**src/rtl/rxuart_pkg.sv**
```systemverilog
`default_nettype none
//----------------------------------------------------------------------------
//  Module     : rxuart_pkg
//  Description: Shared definitions for the rxuart auto-baud controller:
//               FSM state encodings, setup-word field positions, the
//               counter width, the default sync character and the
//               clocks-per-baud rounding helper.
//  Revision   : 1.0 - initial release
//----------------------------------------------------------------------------
package rxuart_pkg;

    // Auto-baud FSM state encoding
    typedef logic [3:0] state_t;

    localparam state_t c_ST_IDLE       = 4'd0;
    localparam state_t c_ST_GUARD_WAIT = 4'd1;
    localparam state_t c_ST_WAIT_START = 4'd2;
    localparam state_t c_ST_MEASURE    = 4'd3;
    localparam state_t c_ST_CALC       = 4'd4;
    localparam state_t c_ST_APPLY      = 4'd5;
    localparam state_t c_ST_VERIFY     = 4'd6;
    localparam state_t c_ST_DONE       = 4'd7;
    localparam state_t c_ST_FAIL       = 4'd8;

    // Field positions inside the 31-bit rxuart setup word
    localparam int c_BAUD_LSB   = 0;
    localparam int c_BAUD_MSB   = 23;
    localparam int c_FORMAT_LSB = 24;
    localparam int c_FORMAT_MSB = 29;

    // Width of the bit-period counter
    localparam int c_CNT_W = 28;

    // Character the verify phase expects (0x55 gives four falling edges)
    localparam logic [7:0] c_SYNC_CHAR_DEFAULT = 8'h55;

    // Eight bit-times were measured: divide by 8, rounding to nearest.
    // One extra bit keeps N+4 from wrapping.
    function automatic logic [c_CNT_W:0] f_round_baud(input logic [c_CNT_W-1:0] n);
        return ({1'b0, n} + {{c_CNT_W{1'b0}}, 1'b0} + (c_CNT_W+1)'(4)) >> 3;
    endfunction

endpackage : rxuart_pkg
`default_nettype wire

```
**src/rtl/rxuart_edge_timer.sv**
```systemverilog
`default_nettype none
//----------------------------------------------------------------------------
//  Module     : rxuart_edge_timer
//  Description: Falling-edge detector plus the cycle and edge counters used
//               to time the sync character.
//  Revision   : 1.0 - initial release
//
//  Ports:
//    i_clk     clock
//    i_reset   asynchronous active-high reset
//    i_rx      synchronized rx line
//    i_clear   zero both counters (has priority over i_enable)
//    i_enable  count cycles (saturating at TIMEOUT) and falling edges
//    o_fall    falling edge on i_rx this cycle
//    o_edges   falling edges counted while enabled
//    o_cnt     cycles counted while enabled
//    o_sat     o_cnt has reached TIMEOUT
//----------------------------------------------------------------------------
module rxuart_edge_timer
    import rxuart_pkg::*;
#(
    parameter logic [c_CNT_W-1:0] TIMEOUT = 28'hFFF_FFFF
) (
    input  logic               i_clk,
    input  logic               i_reset,
    input  logic               i_rx,
    input  logic               i_clear,
    input  logic               i_enable,
    output logic               o_fall,
    output logic [2:0]         o_edges,
    output logic [c_CNT_W-1:0] o_cnt,
    output logic               o_sat
);

    logic               r_prev_rx;
    logic [2:0]         r_edges;
    logic [c_CNT_W-1:0] r_cnt;

    assign o_fall  = r_prev_rx & ~i_rx;
    assign o_sat   = (r_cnt == TIMEOUT);
    assign o_edges = r_edges;
    assign o_cnt   = r_cnt;

    always_ff @(posedge i_clk or posedge i_reset) begin
        if (i_reset) begin
            r_prev_rx <= 1'b1;
            r_edges   <= 3'd0;
            r_cnt     <= '0;
        end else begin
            r_prev_rx <= i_rx;
            if (i_clear) begin
                r_edges <= 3'd0;
                r_cnt   <= '0;
            end else if (i_enable) begin
                if (!o_sat)
                    r_cnt <= r_cnt + 1'b1;
                if (o_fall)
                    r_edges <= r_edges + 3'd1;
            end
        end
    end

endmodule : rxuart_edge_timer
`default_nettype wire

```
**src/rtl/rxuart_autobaud.sv**
```systemverilog
`default_nettype none
//----------------------------------------------------------------------------
//  Module     : rxuart_autobaud
//  Description: Automatic baud-rate controller for rxuart. When armed it
//               waits for an idle-high guard period, times eight bit
//               periods of a 0x55 sync character, derives the rounded
//               clocks-per-baud value, loads the new setup word and pulses
//               the receiver reset so rxuart restarts with it.
//  Revision   : 1.0 - initial release
//
//  Build option:
//    RXUART_AUTOBAUD_VERIFY_EN - adds a VERIFY state after APPLY that
//    waits for the receiver to deliver SYNC_CHAR under the new setup,
//    restoring the pre-arm setup on a wrong character.
//
//  Ports:
//    i_clk       clock
//    i_reset     asynchronous active-high reset
//    i_ck_uart   synchronized rx line
//    i_arm       pulse: start auto-baud (ignored while busy)
//    i_abort     pulse: cancel the current operation
//    i_format    setup bits [29:24]
//    i_rx_wr     receiver character strobe (verify build only)
//    i_rx_data   receiver character (verify build only)
//    o_setup     setup word to rxuart
//    o_rx_reset  reset request to rxuart
//    o_busy      any state other than IDLE
//    o_done      pulse: new setup applied
//    o_fail      pulse: timeout, range error, abort or verify mismatch
//----------------------------------------------------------------------------
module rxuart_autobaud
    import rxuart_pkg::*;
#(
    parameter logic [30:0]        INITIAL_SETUP = 31'd868,
    parameter logic [c_CNT_W-1:0] TIMEOUT       = 28'hFFF_FFFF,
    parameter logic [23:0]        MIN_BAUD      = 24'd4,
    parameter logic [15:0]        GUARD         = 16'd32,
    parameter logic [7:0]         SYNC_CHAR     = c_SYNC_CHAR_DEFAULT
) (
    input  logic        i_clk,
    input  logic        i_reset,
    input  logic        i_ck_uart,
    input  logic        i_arm,
    input  logic        i_abort,
    input  logic [5:0]  i_format,
    input  logic        i_rx_wr,
    input  logic [7:0]  i_rx_data,
    output logic [30:0] o_setup,
    output logic        o_rx_reset,
    output logic        o_busy,
    output logic        o_done,
    output logic        o_fail
);

`ifdef RXUART_AUTOBAUD_VERIFY_EN
    localparam state_t c_ST_AFTER_APPLY = c_ST_VERIFY;
`else
    localparam state_t c_ST_AFTER_APPLY = c_ST_DONE;
`endif

    state_t             r_state;
    state_t             w_next;
    logic [15:0]        r_guard_cnt;
    logic               r_apply_cnt;
    logic               r_abort_pend;
    logic [30:0]        r_setup;

    logic               w_fall;
    logic               w_sat;
    logic [2:0]         w_edges;
    logic [c_CNT_W-1:0] w_cnt;
    logic               w_clear;
    logic               w_enable;
    logic [c_CNT_W:0]   w_baud;
    logic               w_range_ok;
    logic               w_arm_ok;

    assign w_clear  = (r_state == c_ST_WAIT_START) && w_fall;
    assign w_enable = (r_state == c_ST_MEASURE);
    assign w_arm_ok = (r_state == c_ST_IDLE) && i_arm && !i_abort;

    rxuart_edge_timer #(
        .TIMEOUT (TIMEOUT)
    ) u_edge_timer (
        .i_clk    (i_clk),
        .i_reset  (i_reset),
        .i_rx     (i_ck_uart),
        .i_clear  (w_clear),
        .i_enable (w_enable),
        .o_fall   (w_fall),
        .o_edges  (w_edges),
        .o_cnt    (w_cnt),
        .o_sat    (w_sat)
    );

    // The counter stops once MEASURE is left, and its final increment made
    // it equal N = cnt + 1, so in CALC it already holds the 8-bit-time count.
    assign w_baud     = f_round_baud(w_cnt);
    assign w_range_ok = (w_baud >= {5'd0, MIN_BAUD}) &&
                        (w_baud <= (c_CNT_W+1)'(24'hFF_FFFF));

`ifdef RXUART_AUTOBAUD_VERIFY_EN
    logic [30:0]        r_saved_setup;
    logic [c_CNT_W-1:0] r_vcnt;
    logic               w_v_timeout;
    logic               w_v_match;

    // Allow 16 bit-times at the new rate for the receiver to deliver a char
    assign w_v_timeout = (r_vcnt >= {r_setup[c_BAUD_MSB:c_BAUD_LSB], 4'b0000});
    assign w_v_match   = (i_rx_data == SYNC_CHAR);

    always_ff @(posedge i_clk or posedge i_reset) begin
        if (i_reset) begin
            r_saved_setup <= INITIAL_SETUP;
            r_vcnt        <= '0;
        end else begin
            if (w_arm_ok)
                r_saved_setup <= r_setup;
            if (r_state == c_ST_VERIFY)
                r_vcnt <= r_vcnt + 1'b1;
            else
                r_vcnt <= '0;
        end
    end
`else
    logic w_unused_rx;
    assign w_unused_rx = ^{i_rx_wr, i_rx_data, SYNC_CHAR};
`endif

    // State register
    always_ff @(posedge i_clk or posedge i_reset) begin
        if (i_reset)
            r_state <= c_ST_IDLE;
        else
            r_state <= w_next;
    end

    // Next-state logic
    always_comb begin
        w_next = r_state;
        case (r_state)
            c_ST_IDLE: begin
                if (w_arm_ok)
                    w_next = c_ST_GUARD_WAIT;
            end
            c_ST_GUARD_WAIT: begin
                if (i_abort)
                    w_next = c_ST_FAIL;
                else if (i_ck_uart && (r_guard_cnt == GUARD - 16'd1))
                    w_next = c_ST_WAIT_START;
            end
            c_ST_WAIT_START: begin
                if (i_abort)
                    w_next = c_ST_FAIL;
                else if (w_fall)
                    w_next = c_ST_MEASURE;
            end
            c_ST_MEASURE: begin
                // Timeout wins so a saturated count is never used for N
                if (i_abort || w_sat)
                    w_next = c_ST_FAIL;
                else if (w_fall && (w_edges == 3'd3))
                    w_next = c_ST_CALC;
            end
            c_ST_CALC: begin
                if (i_abort || !w_range_ok)
                    w_next = c_ST_FAIL;
                else
                    w_next = c_ST_APPLY;
            end
            c_ST_APPLY: begin
                // The receiver reset always runs its full two cycles
                if (r_apply_cnt) begin
                    if (i_abort || r_abort_pend)
                        w_next = c_ST_FAIL;
                    else
                        w_next = c_ST_AFTER_APPLY;
                end
            end
`ifdef RXUART_AUTOBAUD_VERIFY_EN
            c_ST_VERIFY: begin
                if (i_abort)
                    w_next = c_ST_FAIL;
                else if (i_rx_wr)
                    w_next = w_v_match ? c_ST_DONE : c_ST_FAIL;
                else if (w_v_timeout)
                    w_next = c_ST_FAIL;
            end
`endif
            c_ST_DONE: w_next = c_ST_IDLE;
            c_ST_FAIL: w_next = c_ST_IDLE;
            default:   w_next = c_ST_IDLE;
        endcase
    end

    // Output logic
    always_comb begin
        o_busy     = (r_state != c_ST_IDLE);
        o_rx_reset = (r_state == c_ST_APPLY);
        o_done     = (r_state == c_ST_DONE);
        o_fail     = (r_state == c_ST_FAIL);
    end

    assign o_setup = r_setup;

    // Datapath registers
    always_ff @(posedge i_clk or posedge i_reset) begin
        if (i_reset) begin
            r_guard_cnt  <= 16'd0;
            r_apply_cnt  <= 1'b0;
            r_abort_pend <= 1'b0;
            r_setup      <= INITIAL_SETUP;
        end else begin
            // Guard counts consecutive high cycles only
            if ((r_state == c_ST_GUARD_WAIT) && i_ck_uart)
                r_guard_cnt <= r_guard_cnt + 16'd1;
            else
                r_guard_cnt <= 16'd0;

            if (r_state == c_ST_APPLY) begin
                r_apply_cnt <= ~r_apply_cnt;
                if (i_abort)
                    r_abort_pend <= 1'b1;
            end else begin
                r_apply_cnt  <= 1'b0;
                r_abort_pend <= 1'b0;
            end

            if ((r_state == c_ST_CALC) && (w_next == c_ST_APPLY)) begin
                r_setup[30]                        <= 1'b0;
                r_setup[c_FORMAT_MSB:c_FORMAT_LSB] <= i_format;
                r_setup[c_BAUD_MSB:c_BAUD_LSB]     <= w_baud[c_BAUD_MSB:c_BAUD_LSB];
            end
`ifdef RXUART_AUTOBAUD_VERIFY_EN
            // A wrong character means the new rate is wrong: put the old one back
            if ((r_state == c_ST_VERIFY) && !i_abort && i_rx_wr && !w_v_match)
                r_setup <= r_saved_setup;
`endif
        end
    end

endmodule : rxuart_autobaud
`default_nettype wire

```
**config.mk**
```make
export PLATFORM = sky130hd
export DESIGN_NAME = rxuart_autobaud
export DESIGN_NICKNAME = d
export VERILOG_FILES = /design/src/rtl/rxuart_pkg.sv /design/src/rtl/rxuart_edge_timer.sv /design/src/rtl/rxuart_autobaud.sv
export SDC_FILE = /design/constraint.sdc
export NUM_CORES = 1
export LEC_CHECK = 0
export BUFFER_PORTS_ARGS = -buffer_cell sky130_fd_sc_hd__buf_2
export CAP_MARGIN = 20
export CORE_MARGIN = 1.5
export CORE_UTILIZATION = 30
export CTS_CLUSTER_DIAMETER = 40
export DETAILED_ROUTE_END_ITERATION = 6
export PLACE_DENSITY = 0.51
export SLEW_MARGIN = 30
export SYNTH_ARGS = -nofsm -noshare
export SYNTH_HDL_FRONTEND = slang
export SYNTH_HIERARCHICAL = 1
export SYNTH_SLANG_ARGS = --single-unit
```
**constraint.sdc**
```tcl
create_clock -name i_clk -period 8.5 [get_ports i_clk]
set_input_delay 1.7 -clock i_clk [delete_from_list [all_inputs] [get_ports i_clk]]
set_output_delay 1.7 -clock i_clk [all_outputs]
set_load 0.01 [all_outputs]
```
### After elaboration in Yosys (flattened, before gate mapping)

Cells that the tools add are included.

| operators by class | value |
|---|---|
| bitwise logic cells | 3 |
| $lt $le $gt $ge | 2 |
| eq/ne operators | 13 |
| reduce and logical (&&, ||, !) cells | 19 |
| add/sub/neg operators | 4 |
| muxes and demuxes | 21 |

Operators with widths:

| operator | count |
|---|---|
| 28-bit two-way mux | 3 |
| 4-bit two-way mux | 10 |
| 28-bit by 3-bit adder with 29-bit output (second input constant) | 1 |
| 28-bit by 1-bit adder with 28-bit output (second input constant) | 1 |
| 28-bit equality test (second input constant) | 1 |
| 26-bit by 3-bit greater-or-equal comparator with 1-bit output (second input constant) | 1 |
| 26-bit by 24-bit less-or-equal comparator with 1-bit output (second input constant) | 1 |
| 4-bit one-hot mux with 6 select lines | 1 |
| 16-bit by 1-bit adder with 16-bit output (second input constant) | 1 |
| 16-bit by 5-bit equality test with 1-bit output (second input constant) | 1 |
| 4-bit by 3-bit equality test with 1-bit output (second input constant) | 4 |
| 16-bit two-way mux | 1 |
| 3-bit two-way mux | 3 |
| 4-bit by 2-bit equality test with 1-bit output (second input constant) | 2 |
| 1-bit logical AND | 8 |
| 4-bit by 1-bit equality test with 1-bit output (second input constant) | 1 |
| 4-bit equality test (second input constant) | 1 |
| 4-bit zero test | 1 |
| 2-bit AND reduction | 2 |
| 2-bit nonzero test | 2 |
| 4-bit nonzero test | 1 |
| 3-bit by 1-bit adder with 3-bit output (second input constant) | 1 |
| 3-bit by 2-bit equality test with 1-bit output (second input constant) | 1 |
| 1-bit logical OR | 3 |
| 6 further kinds | 10 |

| word-level totals | value |
|---|---|
| output and inout port bits | 35 |
| register bits after elaboration | 84 |
| input bits | 20 |

### Depth between registers and ports, before layout

Gate-level depths: netlist of the first run.

| logic depth | value |
|---|---|
| word-level depth | 9 |
| depth in mapped cells | 9 |
| gate-level depth less buffers | 8 |

### Hierarchy

Netlist of the first run, hierarchy kept.

Modules (own cells, without submodules):

| module | cells each | instances | area each (µm²) | sequential area each (µm²) |
|---|---|---|---|---|
| rxuart_autobaud | 320 | 1 | 3,113.0 | 1,307.5 |
| rxuart_edge_timer | 190 | 1 | 1,866.8 | 802.0 |

### Least setup slack after synthesis of the first run

OpenSTA, ideal clock, no wires.

| path | value |
|---|---|
| path kind | input to register |
| from | input i_abort |
| to | register r_setup[0] (netlist: o_setup[0]) |
| arrival time | 2.793 ns |
| setup time | 0.128 ns |
| cell stages on the path | 6 |
| path buffers | 2 |
| setup slack | 5.580 ns |
| data required time | 8.372 ns |
| path through | clkbuf_1 nor2_1 nand2_1 a21oi_2 buf_2 mux2_1 |

| on the way | value |
|---|---|
| longest elaborated chain between the ends | 6 |

Ends and longest elaborated chain:

| element | line | RTL |
|---|---|---|
| from (decl) | rxuart_autobaud.sv:44 | `input logic i_abort,` |
| 1-bit logical OR or 1-bit zero test (tied branches) | rxuart_autobaud.sv:174, rxuart_autobaud.sv:80 |  |
| 4-bit two-way mux or 1-bit logical AND (tied branches) | rxuart_autobaud.sv:174, rxuart_autobaud.sv:80 |  |
| 4-bit two-way mux, on equally long branches | rxuart_autobaud.sv:173, rxuart_autobaud.sv:143 |  |
| 4-bit one-hot mux with 6 select lines * | rxuart_autobaud.sv:141 | `case (r_state)` |
| 4-bit by 3-bit equality test with 1-bit output * | rxuart_autobaud.sv:229 | `if ((r_state == c_ST_CALC) && (w_next == c_ST_APPLY)) begin` |
| 1-bit logical AND * | rxuart_autobaud.sv:229 |  |
| to (signal, indexed assignment) | rxuart_autobaud.sv:231 | `r_setup[c_FORMAT_MSB:c_FORMAT_LSB] <= i_format;` |
| to (signal, indexed assignment) | rxuart_autobaud.sv:232 | `r_setup[c_BAUD_MSB:c_BAUD_LSB] <= w_baud[c_BAUD_MSB:c_BAUD_LSB];` |
| to (decl) | rxuart_autobaud.sv:66 | `logic [30:0] r_setup;` |

Mark *: on every way between the ends. The rest lies on a longest branch, timed or not.
A chain may end at the register's enable or synchronous reset.

### Final worst setup path of the first run

| path | value |
|---|---|
| from | register u_edge_timer.r_cnt[2] (netlist: u_edge_timer/o_cnt[2]) |
| to | register r_setup[20] (netlist: o_setup[20]) |

| on the way | value |
|---|---|
| longest elaborated chain between the ends | 9 |

Ends and longest elaborated chain:

| element | line | RTL |
|---|---|---|
| from (decl) | rxuart_edge_timer.sv:37 | `logic [c_CNT_W-1:0] r_cnt;` |
| from (signal assigned) | rxuart_edge_timer.sv:56 | `r_cnt <= r_cnt + 1'b1;` |
| 28-bit by 3-bit adder with 29-bit output | rxuart_pkg.sv:40 | `return ({1'b0, n} + {{c_CNT_W{1'b0}}, 1'b0} + (c_CNT_W+1)'(4)) >> 3;` |
| 26-bit by 3-bit greater-or-equal comparator with 1-bit output or 26-bit by 24-bit less-or-equal comparator with 1-bit output (tied branches) | rxuart_autobaud.sv:99, rxuart_autobaud.sv:100 |  |
| 1-bit logical AND | rxuart_autobaud.sv:99 | `assign w_range_ok = (w_baud >= {5'd0, MIN_BAUD}) &&` |
| 1-bit zero test | rxuart_autobaud.sv:166 | `if (i_abort \|\| !w_range_ok)` |
| 1-bit logical OR | rxuart_autobaud.sv:166 |  |
| 4-bit two-way mux | rxuart_autobaud.sv:166 |  |
| 4-bit one-hot mux with 6 select lines | rxuart_autobaud.sv:141 |  |
| 4-bit by 3-bit equality test with 1-bit output | rxuart_autobaud.sv:229 |  |
| 1-bit logical AND | rxuart_autobaud.sv:229 |  |

Several ways; a longest one is shown, not always the timed one.

==> results of run 1 <==
## Yosys cell counts, types with 12 or more instances
cell     count
nand2_1     33
xnor2_1     42
nor2_1      63
mux2_2      12
nand4_1     19
a21oi_1     14
inv_1       18
mux2_1      13
dfrtp_1     78
nand3_1     32
xor2_1      19
## where the power goes
| part | switching [mW] | total [mW] | internal (mW) | leakage (nW) |
|---|---|---|---|---|
| registers | 0.00174 | 0.403 | 0.401 | 0.993 |
| clock network | 0.161 | 0.418 | 0.257 | 0.153 |
| logic | 0.0142 | 0.0196 | 0.00536 | 1.35 |
## routing by layer
metal  track usage (%)  up-vias  part of all wire (%)
li1                  -     1886                     -
met1              18.1     1846                    47
met2              21.4       81                    47
met3              2.92       18                   3.9
met4              5.74        0                   2.1
met5                 0        -                     0
## flip-flops by register name, summed over array words and instances, names as in the netlist
signal,flops
u_edge_timer/o_cnt,28
r_abort_pend,1
o_setup,30
u_edge_timer/o_edges,3
r_guard_cnt,16
u_edge_timer/r_prev_rx,1
r_state,4
r_apply_cnt,1
## cell type report
cell class / instances / area, sq um / share of cell area, %
clock buffer: 11 / 233 / 4.08
timing repair buffer: 49 / 265 / 4.66
tap: 216 / 270 / 4.74
inverter: 18 / 70.1 / 1.23
multi-input combinational: 384 / 2670 / 46.9
clock inverter: 5 / 78.8 / 1.38
sequential: 84 / 2110 / 37.0
## cell usage in the layout (no fill, tap or decap), types with 9 or more instances in the layout
| cell type | netlist | routed |
|---|---|---|
| dfrtp_1 | 78 | 78 |
| nor2_1 | 63 | 62 |
| buf_2 | 9 | 44 |
| xnor2_1 | 42 | 42 |
| nand2_1 | 33 | 33 |
| nand3_1 | 32 | 32 |
| nand4_1 | 19 | 19 |
| xor2_1 | 19 | 19 |
| inv_1 | 18 | 17 |
| a21oi_1 | 14 | 14 |
| mux2_1 | 13 | 13 |
| mux2_2 | 12 | 12 |
| nor3_1 | 10 | 10 |
| nor4_1 | 10 | 10 |
| clkbuf_16 | 0 | 9 |
## per-stage QoR
stage	power [mW]	setup slack [ps]	cell area (sq um)	util, %
after CTS	0.854	4900	5700	35.5
final	0.841	4910	5700	35.5
after detailed placement	0.431	4940	5390	33.5
after floorplan	0.423	5550	4980	-
after global placement	0.430	4800	5370	33.4
after global routing	0.874	4700	5700	35.5
## cell families (layout without fill, tap and decap cells)
| logic type | count (synthesis) | in the layout | share of synthesized area (%) |
|---|---|---|---|
| XOR/XNOR | 61 | 61 | 10.7 |
| AND/OR/NAND/NOR | 230 | 230 | 26.6 |
| buffers and inverters | 42 | 83 | 4.20 |
| AO/OA/AOI/OAI | 55 | 55 | 7.76 |
| adder cells (fa/ha/maj) | 4 | 4 | 1.01 |
| flip-flops | 84 | 84 | 42.4 |
| other | 1 | 1 | 0.0753 |
| multiplexers | 33 | 33 | 7.26 |
## worst reg2reg max path, delay by kind of cell, from the launching register on
kind | cells | cell delay (ps)
and+or+nand+nor | 4 | 1140
buffers and inverters | 1 | 260
DFF | 1 | 530
AOI/OAI and AO/OA | 2 | 870
adders and majority gates | 1 | 300
muxes | 1 | 370
## worst min path at each step
stage | start | end | slack, ps | depth (start not counted)
global route | o_setup[9] | o_setup[9] | 490 | 2
floorplan | r_apply_cnt | r_apply_cnt | 430 | 1
global placement | o_setup[9] | o_setup[9] | 450 | 2
detailed placement | r_apply_cnt | r_apply_cnt | 450 | 1
CTS | r_apply_cnt | r_apply_cnt | 460 | 1
finish | r_apply_cnt | r_apply_cnt | 460 | 1
==> flow_summary.ini, run 1 <==
[place]
gp_congestion = 0.788
dp.cells = 751
io_buffers = 44
hpwl_mm = 7.94

[synth]
yosys_warnings = 6
synth-main-ff-cell = dfrtp_1
synth_area_leaders = dfrtp_1 (39%), xnor2_1 (7.4%), nor2_1 (4.7%)
synth_top_cell_by_area = dfrtp_1
syn-cell-area_sq_um = 4980
syn_avg_cell_area_sq_um = 9.76
synth_top_area_share_pct = 39.2
synth_async_sr_flop_share_pct = 100
synth_cells = 510
syn-num-nets = 534
synth-seq-area-share_pct = 42.4
yosysUniqueCellTypes = 67
synth-edff-count = 0
synth_seq_cells = 84

[setup_path]
path_max_fanout = 20
crit_buf_inv = 1
ff2ff_setup_slack_ps = 4910
critical_path.top_delay_family = simple AND/OR/NAND/NOR gates
crit_end = o_setup[20]
critical_path_cell_count = 9
cpMaxStageDelayCell = nor4_4
critical-path-max-stage-delay_ps = 590
criticalPathCategory = reg -> reg
worstReg2RegEnd = o_setup[20]
start_kind = register
worstPathRequired_ps = 8730
r2r_start = u_edge_timer/o_cnt[2]
worstRegToRegCells = 9
cp-end-kind = register
crit_chain = ha_1 > nand3_2 > nor4_4 > nand2_1 > a21boi_0 > nor4_4 > a21oi_4 > buf_8 > mux2_2
crit_path_frequent_cell = nor4_4
crit_path_start = u_edge_timer/o_cnt[2]
worstPathArrival_ps = 3820

[floorplan]
die_area_sq_um = 17400
start_util_pct = 31.0
io_pins = 55
row_count = 46
design.core.area_sq_um = 16100
die_height_microns = 132
die_x_microns = 132

[run_status]
status = finished, final reports clean

[clock_network]
cts-root-buf = clkbuf_16
cts_hold_buf = 0
cts_buffers = 9
clkTransAtPathRegs_ps = 60
clk_latency_ps = 350
clock_sinks = 84
clock_path_buffers = 2
post_cts_buffers = 0
cts_tree = done
htree_levels = 3
post_cts_resized = 0

[timing]
fmax_mhz = 278
rsz0062_at_grt = no
period_needed_ps = 3590
skew_ps = 12.2
finalSetupViolCount = 0
worst_pin_slew_ps = 663
finalHoldViolCount = 0
timing.final.crit_share_pct = 42.2
whs_ps = 463
slew_headroom_pct = 55.4
drv_slew = 0
finalSetupTns_ps = 0

[detailed_routing]
drtAntennaViolNets = 0
wl_per_cell_microns = 14.5
vias_per_cell = 4.99
vias = 3831
drtPass1Iterations = 5
drt_iter0_markers = 215
postRouteWirelength_mm = 11.1
route.detailed.drc = 0

[global_route]
antenna_found_initial = 0
grt_pass1_wl_mm = 19.2
grt_overflow = 0
first_global_vias = 3742
track_usage_pct = 13.6
grt_max_degree = 53

[finish]
syn_to_final_growth_pct = 14.4
final.fill_count = 1622
drive_gt1_share_pct = 20.1
fin_nets = 570
final_cells = 767
insertedDiodeCount = 0

[flow_run]
maxCapViolCount = 0

[worst_hold_path]
hold_class = reg -> reg

[pwr]
cellPowerDensity_nw_per_um2 = 148
peakVddDrop_mv = 0.0756
power.leakage_nw = 2.50
Power figures use the tool's default switching activity.
==> inputs of run 2 (changes only) <==
--- a/config.mk
+++ b/config.mk
@@ -11,7 +11,7 @@
 export CORE_UTILIZATION = 30
 export CTS_CLUSTER_DIAMETER = 40
 export DETAILED_ROUTE_END_ITERATION = 6
-export PLACE_DENSITY = 0.51
+export PLACE_DENSITY = 0.53
 export SLEW_MARGIN = 30
 export SYNTH_ARGS = -nofsm -noshare
 export SYNTH_HDL_FRONTEND = slang
==> constraint.sdc (replaced) <==
create_clock -name i_clk -period 2.88 [get_ports i_clk]
set_input_delay 0.576 -clock i_clk [delete_from_list [all_inputs] [get_ports i_clk]]
set_output_delay 0.576 -clock i_clk [all_outputs]
set_load 0.01 [all_outputs]
==> run 2 against run 1 <==
Net effect:
- worst hold slack worse by 280 ps
- global-route usage decreased by 0.11 points
- clock power grew to 2.9 times the previous value
- sequential cell count is the same
- count of clock-buffer cells in the layout fell by 2
- wire length rose by 0.85%
- cell area is 6.2% higher
- first-iteration DRC count stayed put
- clock skew decreased by 4.3 ps
- sequential power grew to 3.0 times the previous value
==> flow_summary.ini, run 2 (synthesis gave the netlist of run 1 again) <==
[pwr]
cellPowerDensity_nw_per_um2 = 404
power.leakage_nw = 2.71
peakVddDrop_mv = 0.262
design_power_total_mw = 2.44

[global_route]
track_usage_pct = 13.5
antenna_found_initial = 0
grt_max_degree = 37
first_global_vias = 3847
busiest_layer = met2
use_met1_pct = 17.5
use_met2_pct = 21.9
grt_pass1_wl_mm = 19.0
grt_overflow = 0
use_met3_pct = 2.73

[timing]
finalSetupViolCount = 0
final.setup.worst_slack_ps = 155
fmax_mhz = 367
period_needed_ps = 2730
drv_slew = 0
worst_pin_slew_ps = 618
finalHoldViolCount = 0
finalSetupTns_ps = 0
rsz0062_at_grt = no
slew_headroom_pct = 58.7
whs_ps = 182
skew_ps = 7.93
timing.final.crit_share_pct = 94.6

[setup_path]
critical-path-max-stage-delay_ps = 520
start_kind = register
path_max_fanout = 25
r2r_start = u_edge_timer/o_cnt[13]
critical_path.top_delay_family = buffers and inverters
worstReg2RegEnd = o_setup[20]
cp-end-kind = register
ff2ff_setup_slack_ps = 150
cpMaxStageDelayCell = dfrtp_1
worstPathArrival_ps = 2960
crit_buf_inv = 4
worstPathRequired_ps = 3110
worstRegToRegCells = 11
crit_chain = nand4_1 > nor4_4 > buf_6 > nand2_1 > a21boi_0 > buf_4 > nor4_4 > buf_4 > a21oi_4 > buf_12 > mux2_2
crit_path_start = u_edge_timer/o_cnt[13]
criticalPathCategory = reg -> reg

[floorplan]
die_x_microns = 132
die_height_microns = 132
die_area_sq_um = 17400
start_util_pct = 31.0
row_count = 46
design.core.area_sq_um = 16100
io_pins = 55

[detailed_routing]
wl_per_cell_microns = 13.9
drt_iter0_markers = 215
vias = 3952
postRouteWirelength_mm = 11.2
vias_per_cell = 4.88
drtAntennaViolNets = 0
route.detailed.drc = 0
drtPass1Iterations = 4

[finish]
final_common_cell = dfrtp_1
final.fill_count = 1609
fin_area_sq_um = 6050
insertedDiodeCount = 0
fin_util_pct = 37.7
final_cells = 810
fin_nets = 613
drive_gt1_share_pct = 26.8
syn_to_final_growth_pct = 21.5
final_cell_mix = dfrtp_1 (78), nor2_1 (62), buf_4 (46)
largest_reg_flops = 30

[run_status]
status = finished, final reports clean

[clock_network]
clkTransAtPathRegs_ps = 70
cts_tree = done
post_cts_buffers = 0
cts_buffers = 9
clock_sinks = 84
clock_path_buffers = 2
htree_levels = 3
cts-root-buf = clkbuf_16
clk_latency_ps = 350

[worst_hold_path]
hold_class = in -> async

[place]
dp.cells = 794
hpwl_mm = 8.49
gp_congestion = 0.870
post-place-ws_ps = 51.5
io_buffers = 44
postPlaceCellArea_sq_um = 5710

[flow_run]
maxCapViolCount = 0
==> run 2: changes by cell type in the layout (fill, tap and decap cells not counted), moves of 2 or more <==
cell	previous run	this run
buf_4	4	46
clkbuf_1	2	0
clkinv_2	2	0
clkinvlp_4	0	2
inv_6	0	2
xnor2_1	42	40
xnor2_2	0	2
==> run 2: timing repair <==
action,4_1_cts,5_1_grt
setup endpoints to repair,0,25
hold buffers,0,0
gates resized for setup,0,5
==> run 2: how the worst max path moves through the flow <==
stage	slack (ps)	depth (start not counted)	end
floorplan	110	8	r_state[0]
finish	150	11	o_setup[20]
global route	6	11	o_setup[17]
detailed placement	50	9	r_state[0]
global placement	90	8	r_state[0]
CTS	60	9	r_state[0]
==> run 2: area by class of cell <==
| class | count | area (sq um) | share of cell area, % |
|---|---|---|---|
| Inverter | 18 | 67.6 | 1.12 |
| Timing Repair Buffer | 92 | 597 | 9.87 |
| Tap cell | 216 | 270 | 4.47 |
| Multi-Input combinational cell | 384 | 2700 | 44.6 |
| Clock buffer | 9 | 225 | 3.72 |
| Clock inverter | 7 | 82.6 | 1.37 |
| Sequential cell | 84 | 2110 | 34.9 |
==> run 2: metal layers <==
| layer | wire length (microns) | vias up | share of wire, % |
|---|---|---|---|
| met2 | 5360 | 64 | 48 |
| met1 | 5300 | 1906 | 47 |
| li1 | - | 1964 | - |
| met5 | 0 | - | 0 |
| met4 | 221 | 0 | 2.0 |
| met3 | 339 | 18 | 3.0 |
==> run 2: power breakdown <==
part | leakage, nW | internal, mW | switching (mW)
registers | 0.993 | 1.18 | 0.00474
logic | 1.58 | 0.0165 | 0.0411
clock network | 0.145 | 0.685 | 0.512
total | 2.71 | 1.89 | 0.558
